`src/rtl/board_pkg.sv`:
```
// Shared battleship board constants, FSM states and cell-index helper.
// Also used by the game controller.
package board_pkg;

  localparam int unsigned BOARD_DIM   = 10;
  localparam int unsigned CELL_PIXELS = 64;
  localparam int unsigned CELL_IDX_W  = 7;
  localparam int unsigned COORD_W     = 4;
  localparam int unsigned PIX_W       = 7;
  localparam int unsigned NUM_CELLS   = BOARD_DIM * BOARD_DIM;

  typedef enum logic [2:0] {
    IDLE,
    LOAD,
    START,
    DRAW,
    FINISH
  } board_state_e;

  // Row-major bit index of a cell: y*BOARD_DIM + x, never above 99.
  function automatic logic [CELL_IDX_W-1:0] cell_index(input logic [COORD_W-1:0] x,
                                                       input logic [COORD_W-1:0] y);
    return CELL_IDX_W'(y) * CELL_IDX_W'(BOARD_DIM) + CELL_IDX_W'(x);
  endfunction

endpackage

```
`src/rtl/board_cell_counter.sv`:
```
// Row-major x/y cell walker with clear, step and registered last-cell flag.
module board_cell_counter
  import board_pkg::*;
#(
  parameter int unsigned DIM = BOARD_DIM
) (
  input  logic               clk_i,
  input  logic               rst_i,
  input  logic               clr_i,
  input  logic               step_i,
  output logic [COORD_W-1:0] x_o,
  output logic [COORD_W-1:0] y_o,
  output logic               last_cell_o
);

  localparam logic [COORD_W-1:0] MaxCoord = COORD_W'(DIM - 1);

  logic [COORD_W-1:0] x_q, x_d;
  logic [COORD_W-1:0] y_q, y_d;
  logic               last_q;

  always_comb begin
    x_d = x_q;
    y_d = y_q;
    if (clr_i) begin
      x_d = '0;
      y_d = '0;
    end else if (step_i) begin
      if (x_q == MaxCoord) begin
        x_d = '0;
        if (y_q != MaxCoord) y_d = y_q + COORD_W'(1);
      end else begin
        x_d = x_q + COORD_W'(1);
      end
    end
  end

  always_ff @(posedge clk_i or posedge rst_i) begin
    if (rst_i) begin
      x_q    <= '0;
      y_q    <= '0;
      last_q <= 1'b0;
    end else begin
      x_q    <= x_d;
      y_q    <= y_d;
      last_q <= (x_d == MaxCoord) && (y_d == MaxCoord);
    end
  end

  assign x_o         = x_q;
  assign y_o         = y_q;
  assign last_cell_o = last_q;

endmodule

```
`src/rtl/board_redraw_sequencer.sv`:
```
// Walks all cells of one board, feeding the per-cell draw datapath and
// strobing plot for each cell's 64-pixel window; pulses DONE at the end.
module board_redraw_sequencer #(
  parameter int unsigned BOARD_DIM   = board_pkg::BOARD_DIM,
  parameter int unsigned CELL_PIXELS = board_pkg::CELL_PIXELS
) (
  input  logic                             CLOCK,
  input  logic                             RESET,
  input  logic                             REDRAW_REQ,
  input  logic                             board_side_in,
  input  logic                             CURSOR_EN,
  input  logic [board_pkg::COORD_W-1:0]    cursor_x,
  input  logic [board_pkg::COORD_W-1:0]    cursor_y,
  input  logic [BOARD_DIM*BOARD_DIM-1:0]   player1_ship,
  input  logic [BOARD_DIM*BOARD_DIM-1:0]   player1_guess,
  input  logic [BOARD_DIM*BOARD_DIM-1:0]   player2_ship,
  input  logic [BOARD_DIM*BOARD_DIM-1:0]   player2_guess,
  output logic [board_pkg::COORD_W-1:0]    board_x,
  output logic [board_pkg::COORD_W-1:0]    board_y,
  output logic                             board_side,
  output logic                             player1_ship_piece,
  output logic                             player1_guess_piece,
  output logic                             player2_ship_piece,
  output logic                             player2_guess_piece,
  output logic                             CURSOR,
  output logic                             START_DRAWING,
  output logic                             plot,
  output logic                             BUSY,
  output logic                             DONE
);
  import board_pkg::*;

  localparam logic [PIX_W-1:0] PixLast = PIX_W'(CELL_PIXELS);

  board_state_e         state_q;
  logic                 pending_q;
  logic                 side_q;
  logic                 p1s_q, p1g_q, p2s_q, p2g_q;
  logic                 cursor_q;
  logic                 start_q;
  logic                 plot_q;
  logic                 busy_q;
  logic                 done_q;
  logic [PIX_W-1:0]     pix_q;

  logic                 restart;
  logic                 cnt_step;
  logic                 last_cell;
  logic [COORD_W-1:0]   cell_x;
  logic [COORD_W-1:0]   cell_y;
  logic [CELL_IDX_W-1:0] idx;

  always_comb begin
    restart  = ((state_q == IDLE) && REDRAW_REQ) ||
               ((state_q == FINISH) && (pending_q || REDRAW_REQ));
    cnt_step = (state_q == DRAW) && (pix_q == PixLast) && !last_cell;
    idx      = cell_index(cell_x, cell_y);
  end

  board_cell_counter #(
    .DIM (BOARD_DIM)
  ) u_cell_counter (
    .clk_i       (CLOCK),
    .rst_i       (RESET),
    .clr_i       (restart),
    .step_i      (cnt_step),
    .x_o         (cell_x),
    .y_o         (cell_y),
    .last_cell_o (last_cell)
  );

  always_ff @(posedge CLOCK or posedge RESET) begin
    if (RESET) begin
      state_q   <= IDLE;
      pending_q <= 1'b0;
      side_q    <= 1'b0;
      p1s_q     <= 1'b0;
      p1g_q     <= 1'b0;
      p2s_q     <= 1'b0;
      p2g_q     <= 1'b0;
      cursor_q  <= 1'b0;
      start_q   <= 1'b0;
      plot_q    <= 1'b0;
      busy_q    <= 1'b0;
      done_q    <= 1'b0;
      pix_q     <= '0;
    end else begin
      start_q <= 1'b0;
      plot_q  <= 1'b0;
      done_q  <= 1'b0;
      // One-deep request queue while a sequence is running.
      if (REDRAW_REQ && (state_q != IDLE) && (state_q != FINISH)) pending_q <= 1'b1;

      case (state_q)
        IDLE: begin
          if (REDRAW_REQ) begin
            side_q  <= board_side_in;
            busy_q  <= 1'b1;
            state_q <= LOAD;
          end
        end
        LOAD: begin
          p1s_q    <= player1_ship[idx];
          p1g_q    <= player1_guess[idx];
          p2s_q    <= player2_ship[idx];
          p2g_q    <= player2_guess[idx];
          cursor_q <= CURSOR_EN && (cursor_x == cell_x) && (cursor_y == cell_y);
          start_q  <= 1'b1;
          state_q  <= START;
        end
        START: begin
          pix_q   <= '0;
          state_q <= DRAW;
        end
        DRAW: begin
          if (pix_q == PixLast) begin
            // Piece bits go quiet between cells so they never pair with a stale x/y.
            p1s_q    <= 1'b0;
            p1g_q    <= 1'b0;
            p2s_q    <= 1'b0;
            p2g_q    <= 1'b0;
            cursor_q <= 1'b0;
            if (last_cell) begin
              done_q  <= 1'b1;
              state_q <= FINISH;
            end else begin
              state_q <= LOAD;
            end
          end else begin
            pix_q  <= pix_q + PIX_W'(1);
            plot_q <= 1'b1;
          end
        end
        FINISH: begin
          if (pending_q || REDRAW_REQ) begin
            pending_q <= 1'b0;
            side_q    <= board_side_in;
            state_q   <= LOAD;
          end else begin
            busy_q  <= 1'b0;
            state_q <= IDLE;
          end
        end
        default: begin
          busy_q  <= 1'b0;
          state_q <= IDLE;
        end
      endcase
    end
  end

  assign board_x             = cell_x;
  assign board_y             = cell_y;
  assign board_side          = side_q;
  assign player1_ship_piece  = p1s_q;
  assign player1_guess_piece = p1g_q;
  assign player2_ship_piece  = p2s_q;
  assign player2_guess_piece = p2g_q;
  assign CURSOR              = cursor_q;
  assign START_DRAWING       = start_q;
  assign plot                = plot_q;
  assign BUSY                = busy_q;
  assign DONE                = done_q;

endmodule

```
`config.mk`:
```
export PLATFORM = sky130hd
export DESIGN_NAME = board_redraw_sequencer
export DESIGN_NICKNAME = d
export VERILOG_FILES = /design/src/rtl/board_pkg.sv /design/src/rtl/board_cell_counter.sv /design/src/rtl/board_redraw_sequencer.sv
export SDC_FILE = /design/constraint.sdc
export NUM_CORES = 1
export LEC_CHECK = 0
export ABC_CLOCK_PERIOD_IN_PS = 3300
export CAP_MARGIN = 20
export CORE_AREA = 5 5 164 166
export DETAILED_ROUTE_END_ITERATION = 10
export DIE_AREA = 0 0 169 171
export PLACE_DENSITY = 0.63
export SLEW_MARGIN = 0
export SYNTH_ARGS = -nofsm -noshare
export SYNTH_HDL_FRONTEND = slang
export SYNTH_SLANG_ARGS = --single-unit
export TNS_END_PERCENT = 30
```
`constraint.sdc`:
```
create_clock -name CLOCK -period 3.3 [get_ports CLOCK]
set_input_delay 0.99 -clock CLOCK [delete_from_list [all_inputs] [get_ports CLOCK]]
set_output_delay 0.99 -clock CLOCK [all_outputs]
set_load 0.005 [all_outputs]
```
======== Yosys cells after proc, flatten, opt, wreduce, memory -nomap -nowiden ========
Index checks and enable logic that the tools add are counted.
operators by class
  add/sub/neg operators ................... 4
  $mul .................................... 1
  div/mod/pow operators ................... 0
  order comparisons ....................... 1
  eq/ne operators ......................... 17
  shift operators ......................... 0
  mux-type cells .......................... 43
  bitwise gates (word level) .............. 1
  reduce and logical (&&, ||, !) cells .... 23
operators by type and width
  operator             number
  $bmux 1 s7           4
  $mux 4               7
  $mux 1               19
  $pmux 3 s5           1
  $pmux 7 s2           1
  $eq 4x4->1 const B   3
  $pmux 1 s2           6
  $logic_and 1x1->1    9
  $mux 3               3
  $add 4x1->4 const B  2
  $eq 4x4->1           2
  $lt 7x8->1 const B   1
  $add 7x1->7 const B  1
  $add 7x4->7          1
  $eq 7x7->1 const B   1
  $mux 7               1
  $eq 3x2->1 const B   2
  $mul 4x3->6 const B  1
  $ne 2x2->1 const B   3
  $reduce_and 2->1     3
  $reduce_and 3->1     2
  $reduce_bool 2->1    3
  $ne 2x1->1 const B   2
  $ne 4x4->1 const B   1
  other kinds (10)     11
word-level totals
  flip-flop bits (word level) ............. 30
  latch bits .............................. 0
  bits in writable memories ............... 0
  ROM bits ................................ 0
  input port bits ......................... 413
  output and inout port bits .............. 18
  word-level logic and storage cells ...... 106
  memories ................................ 0

======== Logic depth before layout (Yosys ltp) ========
  word-level depth ........................ 7
  gate-level depth with buffers ........... 11
  mapped depth without buffers ............ 10

======== By module ========
A second synthesis with hierarchy kept.
unflattened totals
  cell total of the unflattened synthesis .. 462
  area, all modules ....................... 5,271.3 sq um
modules (own cells, without submodules)
  module                  instances  cells an instance  area each (sq um)  sequential area each (sq um)
  board_redraw_sequencer  1          411                4,748.3            525.5
  board_cell_counter      1          51                 523.0              225.2

======== Least setup slack after synthesis ========
OpenSTA, ideal clock, no wires.
  kind .................................... register to register
  start ................................... register u_cell_counter.y_q[0], in the netlist u_cell_counter.y_o[0]
  end ..................................... register p2g_q, in the netlist player2_guess_piece
  setup time .............................. 0.133 ns
  arrival ................................. 2.683 ns
  data required time ...................... 3.167 ns
  slack ................................... 0.484 ns
  stages on the path, launching flop included .. 9
  buffers on the path ..................... 1
  period minus slack after synthesis ...... 2.816 ns
  cells stage by stage .................... dfrtp_1 -> ha_1 -> fa_1 -> xor2_4 -> buf_12 -> mux4_2 -> mux4_2 -> mux2i_1 -> o211ai_1
on the way
  word-level cells in the longest chain between the ends .. 5
ends and longest elaborated chain
  what                          RTL line                       RTL
  start: declaration            board_cell_counter.sv:19       logic [COORD_W-1:0] y_q, y_d;
  start signal: assignment      board_cell_counter.sv:45       y_q <= y_d;
  $mul 4x3->6                   board_pkg.sv:23                return CELL_IDX_W'(y) * CELL_IDX_W'(BOARD_DIM) + CELL_IDX_W'(x);
  $add 7x4->7                   board_pkg.sv:23
  $bmux 1 s7                    board_redraw_sequencer.sv:106  p2g_q <= player2_guess[idx];
  $mux 1 (implied by the code)  board_redraw_sequencer.sv:106
  $pmux 1 s2                    board_redraw_sequencer.sv:94   case (state_q)
  end signal: assignment        board_redraw_sequencer.sv:106
  end: declaration              board_redraw_sequencer.sv:38   logic p1s_q, p1g_q, p2s_q, p2g_q;
Every way passes these cells. The select of a mux whose other input is x is not followed.
A chain may end at the register's enable or synchronous reset.

======== Final worst setup path ========
  start ................................... register u_cell_counter.y_q[1], in the netlist u_cell_counter.y_o[1]
  end ..................................... register p1g_q, in the netlist player1_guess_piece
on the way
  word-level cells in the longest chain between the ends .. 5
ends and longest elaborated chain
  what                          RTL line                       RTL
  $mul 4x3->6                   board_pkg.sv:23
  $add 7x4->7                   board_pkg.sv:23
  $bmux 1 s7                    board_redraw_sequencer.sv:104  p1g_q <= player1_guess[idx];
  $mux 1 (implied by the code)  board_redraw_sequencer.sv:104
  $pmux 1 s2                    board_redraw_sequencer.sv:94
  end signal: assignment        board_redraw_sequencer.sv:104
  end: declaration              board_redraw_sequencer.sv:38
Every way passes these cells. The select of a mux whose other input is x is not followed.

==> out/qor.yml <==
clock_network:
  cts.repair.resized: 0
  clock-root-buffer: "clkbuf_16"
  path_clk_slew_ns: 0.06
  clk_path_buf_depth: 2
  cts_hold_buf: 0
  htreeDepth: 2
  postCtsSetupBuffers: 0
  cts_num_sinks: 30
  clk_latency_ns: 0.28
  cts_made_buffers: 5
  cts_tree: "yes"
setup_path:
  timing.critical_path.slowest_cell_delay_ns: 0.59
  slowest_stage: "nor4_1"
  r2r_start: "u_cell_counter.y_o[1]"
  endpoint_kind: "flip-flop"
  cp_max_fo: 7
  crit_end: "player1_guess_piece"
  r2r_end: "player1_guess_piece"
  required_ns: 3.49
  r2r_slack_ns: 0.27
  reg2regPathDepth: 10
  crit_top_cell: "ha_1"
  path_class: "reg -> reg"
  path_cells: "ha_1 -> ha_1 -> inv_1 -> fa_1 -> nor3_1 -> o21ai_1 -> buf_4 -> nor4_1 -> a211oi_1 -> o211ai_1"
  startpoint: "u_cell_counter.y_o[1]"
  worstSetupStartpointType: "flip-flop"
  cp.arrival_ns: 3.22
die:
  die_w_um: 169
  initial_core_util_pct: 20.6
  num_rows: 59
  pin_count: 431
  die_y_um: 171
  core_area_um2: 25500
  dieArea_um2: 28900
synthesis:
  syn_nets: 875
  yosysTopAreaCell: "mux4_2"
  ys_seq_area_share_pct: 14.3
  synthCells: 449
  syn_avg_cell_area_um2: 11.7
  synth_edf_count: 0
  synth.most_common_cell: "mux4_2"
  synthArstFlopShare_pct: 100
  synth_commonest_cells: "mux4_2, mux2i_1, dfrtp_1, nand2_1, nor2_1"
  synth-main-ff-cell: "dfrtp_1"
  yosysUniqueCellTypes: 55
  ys_ff_latch: 30
  synthTopCellsByArea: "mux4_2, dfrtp_1, mux2i_1, mux4_1, ha_1"
  yosysTopAreaCellShare_pct: 33.4
  synthesis.area_um2: 5260
  ys_warn_count: 0
timing:
  hold_viol: 0
  fin_skew_ns: 0.00509
  hold_ws_ns: 0.515
  clock.fmax_ghz: 0.330
  setup_viol: 0
  period_needed_ns: 3.03
  finalSetupTns_ns: 0
  fin_crit_sh_pct: 91.8
  tightestPinTransition_ns: 0.634
  maxSlewHeadroom_pct: 57.3
  rsz0062_at_grt: "false"
  finalMaxSlewViolations: 0
route:
  post_drt_wl_per_cell_um: 22.6
  drc: 0
  drt_iter0_drc: 259
  drtAntennaViolNets: 0
  vias: 5986
  first_pass_iters: 4
  via_per_inst: 4.90
  totalWireLength_um: 27600
global_route:
  met2_usage_pct: 31.9
  grtUsageMet1_pct: 21.9
  grtUsageTotal_pct: 17.6
  grt_max_degree: 32
  grt_pass1_wl_um: 39000
  grt_pass1_vias: 6463
  busiest_layer: "met2"
  use_met3_pct: 3.67
  grt_antenna_before_repair: 0
  grt_overflow: 0
final_layout:
  diodes: 0
  fin_area_um2: 10200
  layout.nets: 1312
  syn2layout_area_growth_pct: 94.7
  instances_no_fill: 1222
  drive_above_1_share_pct: 16.6
pwr:
  powerDensity_nw_per_um2: 243
  leakage_nw: 3.82
  power.ir.vdd_worst_uv: 186
placement:
  place_hpwl_um: 24300
  dp_cells: 1214
  postPlaceCellArea_um2: 10100
  io_buffers: 430
  place_congestion: 0.829
job:
  drv_cap: 0
status:
  status: "completed"
min_path:
  hold_path_depth: 1
  hold_class: "reg -> reg"
[how the worst min path moves through the flow]
stage / from / endpoint / slack (ns)
final: board_side / board_side / 0.52
after global routing: board_side / board_side / 0.53
after CTS: board_side / board_side / 0.52
after detailed placement: board_side / board_side / 0.50
after global placement: board_side / board_side / 0.50
after floorplan: CURSOR / CURSOR / 0.47
[state kept, by name (all words and copies together), names as in the netlist, 3 cells and up]
| name | cells |
|---|---|
| state_q | 3 |
| pix_q | 7 |
| u_cell_counter.y_o | 4 |
| u_cell_counter.x_o | 4 |
[per-layer routing]
metal,share of wire (%),vias to the layer above
li1,-,2760
met1,40,2928
met2,52,276
met3,6.9,22
met4,1.1,0
met5,0,-
[final cells by class]
cell class	count	area [um^2]
flip-flops and latches	30	754
repair buffers	464	4630
well taps	335	419
fillers	2518	15200
clock inverters	2	12.5
inverters	17	63.8
multi-input cells	368	4220
clock buffers	6	139
[logic make-up (layout without fill, tap and decap cells)]
logic type               count (synthesis)  count (layout)  synth area share, %
buffers and inverters                   51             489                 5.90
flip-flops                              30              30                 14.3
multiplexers                           141             141                 49.5
adder cells (fa/ha/maj)                 13              13                 3.38
XOR/XNOR                                20              20                 3.69
AO/OA/AOI/OAI                           92              92                 13.0
AND/OR/NAND/NOR                        102             102                 10.2
[worst max-delay path: cells and delay by family, from the launching register on]
family                     cells  cell delay, ns
and+or+nand+nor                2            0.92
buffers and inverters          2            0.24
AOI/OAI and AO/OA              3            0.38
DFF                            1            0.43
adders and majority gates      3            0.98
[layout by cell type (no fill, tap or decap), types with 5 or more instances in the layout]
cell,synthesis,final
mux4_2,78,78
nand2_1,28,28
xnor2_1,10,9
ha_1,11,10
nand4_1,7,7
a21oi_1,20,20
inv_1,15,15
nor4_1,9,9
nor2_1,21,21
o22ai_1,10,10
buf_4,8,28
mux2i_1,46,46
o21ai_0,13,13
buf_12,2,6
clkbuf_16,0,5
o221ai_2,8,8
dfrtp_1,30,29
xor2_1,9,9
clkdlybuf4s50_1,0,430
o221ai_1,10,10
nor3_1,7,7
nand3_1,5,5
o211ai_1,6,6
mux4_1,13,13
[power breakdown]
group	internal [mW]	leakage, nW	switching (mW)	total, mW
sequential	0.398	0.345	0.0445	0.442
combinational	0.969	3.40	0.606	1.58
clock	0.298	0.0729	0.171	0.469
[per-stage QoR]
step	utilization [%]	power, mW	setup WS [ns]
global placement	39.6	2.04	0.306
finish	40.2	2.49	0.270
floorplan	-	1.19	0.484
detailed placement	39.6	2.05	0.278
global route	40.2	2.63	0.113
CTS	40.2	2.53	0.266
(Power assumes the default switching activity.)
